`config.mk`:
```
export PLATFORM = sky130hd
export DESIGN_NAME = hazard_sequencer
export DESIGN_NICKNAME = d
export VERILOG_FILES = /design/src/rtl/hazard_sequencer.sv
export SDC_FILE = /design/constraint.sdc
export NUM_CORES = 1
export LEC_CHECK = 0
export ABC_AREA = 1
export ABC_CLOCK_PERIOD_IN_PS = 2750
export BUFFER_PORTS_ARGS = -buffer_cell sky130_fd_sc_hd__buf_2
export CORE_ASPECT_RATIO = 1.1
export CORE_UTILIZATION = 52
export DETAILED_ROUTE_END_ITERATION = 10
export HOLD_SLACK_MARGIN = 0.02
export PLACE_DENSITY = 0.78
export SLEW_MARGIN = 20
export SYNTH_ARGS = -nofsm -noshare
export SYNTH_HDL_FRONTEND = slang
export SYNTH_SLANG_ARGS = --single-unit
export TNS_END_PERCENT = 20
```
`constraint.sdc`:
```
create_clock -name clock -period 2.75 [get_ports clock]
set_input_delay 0.1375 -clock clock [delete_from_list [all_inputs] [get_ports clock]]
set_output_delay 0.1375 -clock clock [all_outputs]
set_load 0.02 [all_outputs]
```
`src/rtl/hazard_sequencer.sv`:
```
// Pipeline sequencing controller for the 5-stage LEGv8 core: load-use stalls,
// taken-branch flushes, data-memory freezes with timeout, and perf counters.
module hazard_sequencer #(
    parameter int LOAD_LAT    = 1,
    parameter int MEM_TIMEOUT = 64,
    parameter int CNT_W       = 16
) (
    input  logic             clock,
    input  logic             reset_n,
    input  logic [4:0]       id_rn,
    input  logic [4:0]       id_rm,
    input  logic             id_uses_rm,
    input  logic             ex_memread,
    input  logic [4:0]       ex_rd,
    input  logic             mem_branch_taken,
    input  logic             dmem_busy,
    output logic             pc_write,
    output logic             ifid_write,
    output logic             idex_bubble,
    output logic             ifid_flush,
    output logic             idex_flush,
    output logic             exmem_flush,
    output logic             pipe_hold,
    output logic             mem_timeout_err,
    output logic [CNT_W-1:0] stall_cycles,
    output logic [CNT_W-1:0] flush_events,
    output logic [1:0]       dbg_state
);

    typedef enum logic [1:0] {
        RUN      = 2'd0,
        LU_STALL = 2'd1,
        MEM_WAIT = 2'd2
    } state_t;

    localparam int              TO_W      = $clog2(MEM_TIMEOUT + 1);
    localparam int              LU_W      = 3;
    localparam logic [TO_W-1:0] TO_MAX    = TO_W'(MEM_TIMEOUT);
    localparam logic [TO_W-1:0] TO_ONE    = TO_W'(1);
    localparam logic [LU_W-1:0] LU_INIT   = LU_W'(LOAD_LAT - 1);
    localparam logic [LU_W-1:0] LU_ONE    = LU_W'(1);
    localparam logic [CNT_W-1:0] CNT_MAX  = '1;
    localparam logic [CNT_W-1:0] CNT_ONE  = CNT_W'(1);
    localparam bit              MULTI_LAT = (LOAD_LAT > 1);

    state_t          state, state_nxt;
    logic [LU_W-1:0] lu_cnt, lu_cnt_nxt;
    logic [TO_W-1:0] to_cnt, to_cnt_nxt;
    logic            err_nxt;
    logic            stall_inc;
    logic            flush_inc;
    logic            run_eval;
    logic            load_use;

    // XZR is hardwired to zero, so a load targeting it never creates a dependency.
    assign load_use = ex_memread && (ex_rd != 5'd31) &&
                      ((id_rn == ex_rd) || (id_uses_rm && (id_rm == ex_rd)));

    assign dbg_state = state;

    always_ff @(posedge clock or negedge reset_n) begin
        if (!reset_n) begin
            state           <= RUN;
            lu_cnt          <= '0;
            to_cnt          <= '0;
            mem_timeout_err <= 1'b0;
            stall_cycles    <= '0;
            flush_events    <= '0;
        end else begin
            state           <= state_nxt;
            lu_cnt          <= lu_cnt_nxt;
            to_cnt          <= to_cnt_nxt;
            mem_timeout_err <= err_nxt;
            if (stall_inc && (stall_cycles != CNT_MAX)) begin
                stall_cycles <= stall_cycles + CNT_ONE;
            end
            if (flush_inc && (flush_events != CNT_MAX)) begin
                flush_events <= flush_events + CNT_ONE;
            end
        end
    end

    always_comb begin
        state_nxt   = state;
        lu_cnt_nxt  = lu_cnt;
        to_cnt_nxt  = to_cnt;
        err_nxt     = mem_timeout_err;
        stall_inc   = 1'b0;
        flush_inc   = 1'b0;
        run_eval    = 1'b0;
        pc_write    = 1'b1;
        ifid_write  = 1'b1;
        idex_bubble = 1'b0;
        ifid_flush  = 1'b0;
        idex_flush  = 1'b0;
        exmem_flush = 1'b0;
        pipe_hold   = 1'b0;

        case (state)
            RUN: begin
                run_eval = 1'b1;
            end
            LU_STALL: begin
                // Busy and branch take over exactly as in RUN; otherwise keep stalling.
                if (dmem_busy || mem_branch_taken) begin
                    run_eval = 1'b1;
                end else begin
                    pc_write    = 1'b0;
                    ifid_write  = 1'b0;
                    idex_bubble = 1'b1;
                    stall_inc   = 1'b1;
                    if (lu_cnt <= LU_ONE) begin
                        state_nxt  = RUN;
                        lu_cnt_nxt = '0;
                    end else begin
                        lu_cnt_nxt = lu_cnt - LU_ONE;
                    end
                end
            end
            MEM_WAIT: begin
                if (dmem_busy) begin
                    pc_write   = 1'b0;
                    ifid_write = 1'b0;
                    pipe_hold  = 1'b1;
                    stall_inc  = 1'b1;
                    if (to_cnt < TO_MAX) begin
                        to_cnt_nxt = to_cnt + TO_ONE;
                    end
                    if (to_cnt_nxt >= TO_MAX) begin
                        err_nxt = 1'b1;
                    end
                end else begin
                    // Exit cycle behaves as a normal RUN cycle so held branches/hazards are honoured.
                    state_nxt  = RUN;
                    to_cnt_nxt = '0;
                    run_eval   = 1'b1;
                end
            end
            default: begin
                state_nxt  = RUN;
                lu_cnt_nxt = '0;
                to_cnt_nxt = '0;
            end
        endcase

        if (run_eval) begin
            if (dmem_busy) begin
                pc_write   = 1'b0;
                ifid_write = 1'b0;
                pipe_hold  = 1'b1;
                stall_inc  = 1'b1;
                state_nxt  = MEM_WAIT;
                lu_cnt_nxt = '0;
                to_cnt_nxt = TO_ONE;
                if (TO_ONE >= TO_MAX) begin
                    err_nxt = 1'b1;
                end
            end else if (mem_branch_taken) begin
                ifid_flush  = 1'b1;
                idex_flush  = 1'b1;
                exmem_flush = 1'b1;
                flush_inc   = 1'b1;
                state_nxt   = RUN;
                lu_cnt_nxt  = '0;
            end else if (load_use) begin
                pc_write    = 1'b0;
                ifid_write  = 1'b0;
                idex_bubble = 1'b1;
                stall_inc   = 1'b1;
                if (MULTI_LAT) begin
                    state_nxt  = LU_STALL;
                    lu_cnt_nxt = LU_INIT;
                end
            end
        end

        // Outputs are forced to their RUN values while reset is held.
        if (!reset_n) begin
            pc_write    = 1'b1;
            ifid_write  = 1'b1;
            idex_bubble = 1'b0;
            ifid_flush  = 1'b0;
            idex_flush  = 1'b0;
            exmem_flush = 1'b0;
            pipe_hold   = 1'b0;
        end
    end

endmodule
```
==> impl_metrics.json <==
{
  "status": "finished clean",
  "rsz0062_at_grt": "false",
  "tns_ns": 0,
  "drv_slew": 0,
  "cts.clk_slew.worst_paths_ns": 0.08,
  "synth.largest_area_cell": "dfrtp_1",
  "cp-start-kind": "flip-flop",
  "syn_avg_cell_area_sq_um": 7.11,
  "yosysSeqAreaShare_pct": 36.8,
  "postCtsSetupRepairBufs": 0,
  "drtPass1Iterations": 4,
  "numPlacedInstances": 559,
  "grt_usage_pct": 23.2,
  "synthesis.area_sq_um": 3060,
  "min_from": "mem_branch_taken",
  "root_buffer": "clkbuf_8",
  "row_count": 28,
  "use_met3_pct": 4.98,
  "tightestPinTransition_ns": 0.624,
  "cts_max_level": 2,
  "dpl.hpwl_microns": 4990,
  "wl_per_cell_microns": 11.5,
  "path_max_fanout": 18,
  "clkSinkCount": 45,
  "max_slew_margin_pct": 58.0,
  "clock.fmax_ghz": 0.463,
  "nFillCells": 516,
  "skew_ns": 0.0114,
  "post_cts_resized": 0,
  "die_w_microns": 75.1,
  "grt_antenna_before_repair": 0,
  "synth_top_area_share_pct": 36.8,
  "synth_nets": 460,
  "ff2ff_path_depth": 9,
  "ys_ff_latch": 45,
  "synth_common_cells": "nand2_1 (122), inv_1 (63), dfrtp_1 (45), nand3_1 (39), nor2_1 (36)",
  "yosysWarningCount": 0,
  "synth.most_common_cell": "nand2_1",
  "ctsHoldBuffers": 1,
  "area_growth_pct": 14.9,
  "min_path_type": "input port to flip-flop",
  "startpoint": "dbg_state[0]",
  "fp.dieArea_sq_um": 6190,
  "grt_start_max_net_pins": 47,
  "path_cells": "inv_1 > ha_1 > nand2_1 > inv_1 > o21ai_0 > nand3_4 > nand2_4 > nand2_1 > nand2_1",
  "rr_startpoint": "dbg_state[0]",
  "gp_congestion": 0.836,
  "grt_overflow": 0,
  "crit_type": "flip-flop to flip-flop",
  "max-vdd-ir-drop_mv": 0.472,
  "synth_area_leaders": "dfrtp_1 (37%), nand2_1 (15%), inv_1 (7.7%)",
  "required_ns": 2.98,
  "grt_pass1_wl_microns": 11100,
  "die_h_microns": 82.4,
  "final_cells": 568,
  "async_flop_share_pct": 100,
  "drive_gt1_share_pct": 17.4,
  "ant_nets": 0,
  "p_leak_nw": 1.84,
  "wl_microns": 6560,
  "io_buffers": 62,
  "grt_pass1_vias": 2700,
  "worst_slack_ns": 0.591,
  "antenna_cells": 0,
  "setup_viol": 0,
  "endpoint": "stall_cycles[1]",
  "powerDensity_nw_per_um2": 710,
  "rrSetupSlack_ns": 0.59,
  "path_common_cell": "nand2_1",
  "io_pins": 63,
  "vias": 2854,
  "slowest_delay_ns": 0.42,
  "core_sq_um": 5540,
  "clk_path_buf_depth": 2,
  "synth_top_flop_cell": "dfrtp_1",
  "final_util_pct": 63.5,
  "cts_tree": "built",
  "cp_slowest_cell": "dfrtp_1",
  "synth_edf_count": 0,
  "synthCells": 430,
  "r2r_end": "stall_cycles[1]",
  "yosysUniqueCellTypes": 32,
  "top_usage_layer": "met2",
  "timing.final.crit_share_pct": 78.5,
  "drc_errors": 0,
  "via_per_inst": 5.02,
  "cts-buffers-inserted": 5,
  "drtIter0Drc": 137,
  "dp_slack_ns": 0.631,
  "max_cap_violations": 0,
  "finalNetCount": 522,
  "arrival_ns": 2.39,
  "end_kind": "flip-flop",
  "start_util_pct": 55.2,
  "clk_latency_ns": 0.30,
  "post-route-min-period_ns": 2.16,
  "grt_use_met2_pct": 43.0,
  "timing.final.hold_violations": 0,
  "met1_usage_pct": 26.2
}
## through the flow
step,hold slack [ns],area (sq um),power (mW)
detailed placement,0.300,3390,2.01
global route,0.194,3510,2.70
floorplan,-0.158,3060,1.72
global placement,0.295,3390,1.98
finish,0.177,3510,2.49
CTS,0.166,3510,2.52
## logic make-up after synthesis
family                   after synthesis  share of synthesized area [%]
AO/OA/AOI/OAI                         38                           6.51
XOR/XNOR                              26                           7.45
adder cells (fa/ha/maj)                9                           3.68
buffers and inverters                 75                           10.8
flip-flops                            45                           36.8
AND/OR/NAND/NOR                      237                           34.8
## how the worst min path moves through the flow
| stage | end | slack (ns) | depth (start not counted) |
|---|---|---|---|
| 4_1_cts | dbg_state[1] | 0.17 | 4 |
| 3_5_place_dp | stall_cycles[1] | 0.30 | 2 |
| 2_1_floorplan | dbg_state[0] | -0.16 | 0 |
| 3_3_place_gp | to_cnt[6] | 0.29 | 2 |
| 6_report | dbg_state[1] | 0.18 | 4 |
| 5_1_grt | dbg_state[1] | 0.19 | 4 |
## critical path: cells and delay by family (launching register included)
kind	cells	cell delay, ns
compound gates	1	0.38
buf+inv	2	0.29
flops	1	0.42
simple gates	5	0.77
fa+ha+maj	1	0.23
## layout make-up
type	count	area, sq um	area share, %
clock buffer	6	72.6	2.07
clock inverter	2	38.8	1.10
inverter	65	244	6.94
multi-input combinational	310	1600	45.6
sequential	45	1130	32.1
tap	75	93.8	2.67
timing repair buffer	65	335	9.54
## sequential cells by signal (all words and copies together) (netlist names)
name / count
dbg_state: 2
flush_events: 16
lu_cnt: 3
mem_timeout_err: 1
stall_cycles: 16
to_cnt: 7
## layer usage
metal,up-vias,wire length (microns)
li1,1480,-
met1,1293,2880
met2,75,3320
met3,6,310
met4,0,43
met5,-,0
## cell usage in the layout (no fill, tap or decap), drive strengths merged, types with 5 or more instances in the layout
cell,count
nand2,126
inv,65
buf,64
dfrtp,45
nand3,42
nor2,38
o21ai,25
xor2,21
nor3,19
a21oi,10
ha,9
nand4,7
clkbuf,6
xnor2,5
## report_power, final
group	switching (mW)	internal [mW]
registers	0.177	0.805
clock network	0.225	0.273
logic	0.679	0.335
total	1.08	1.41
Power figures use the tool's default switching activity.
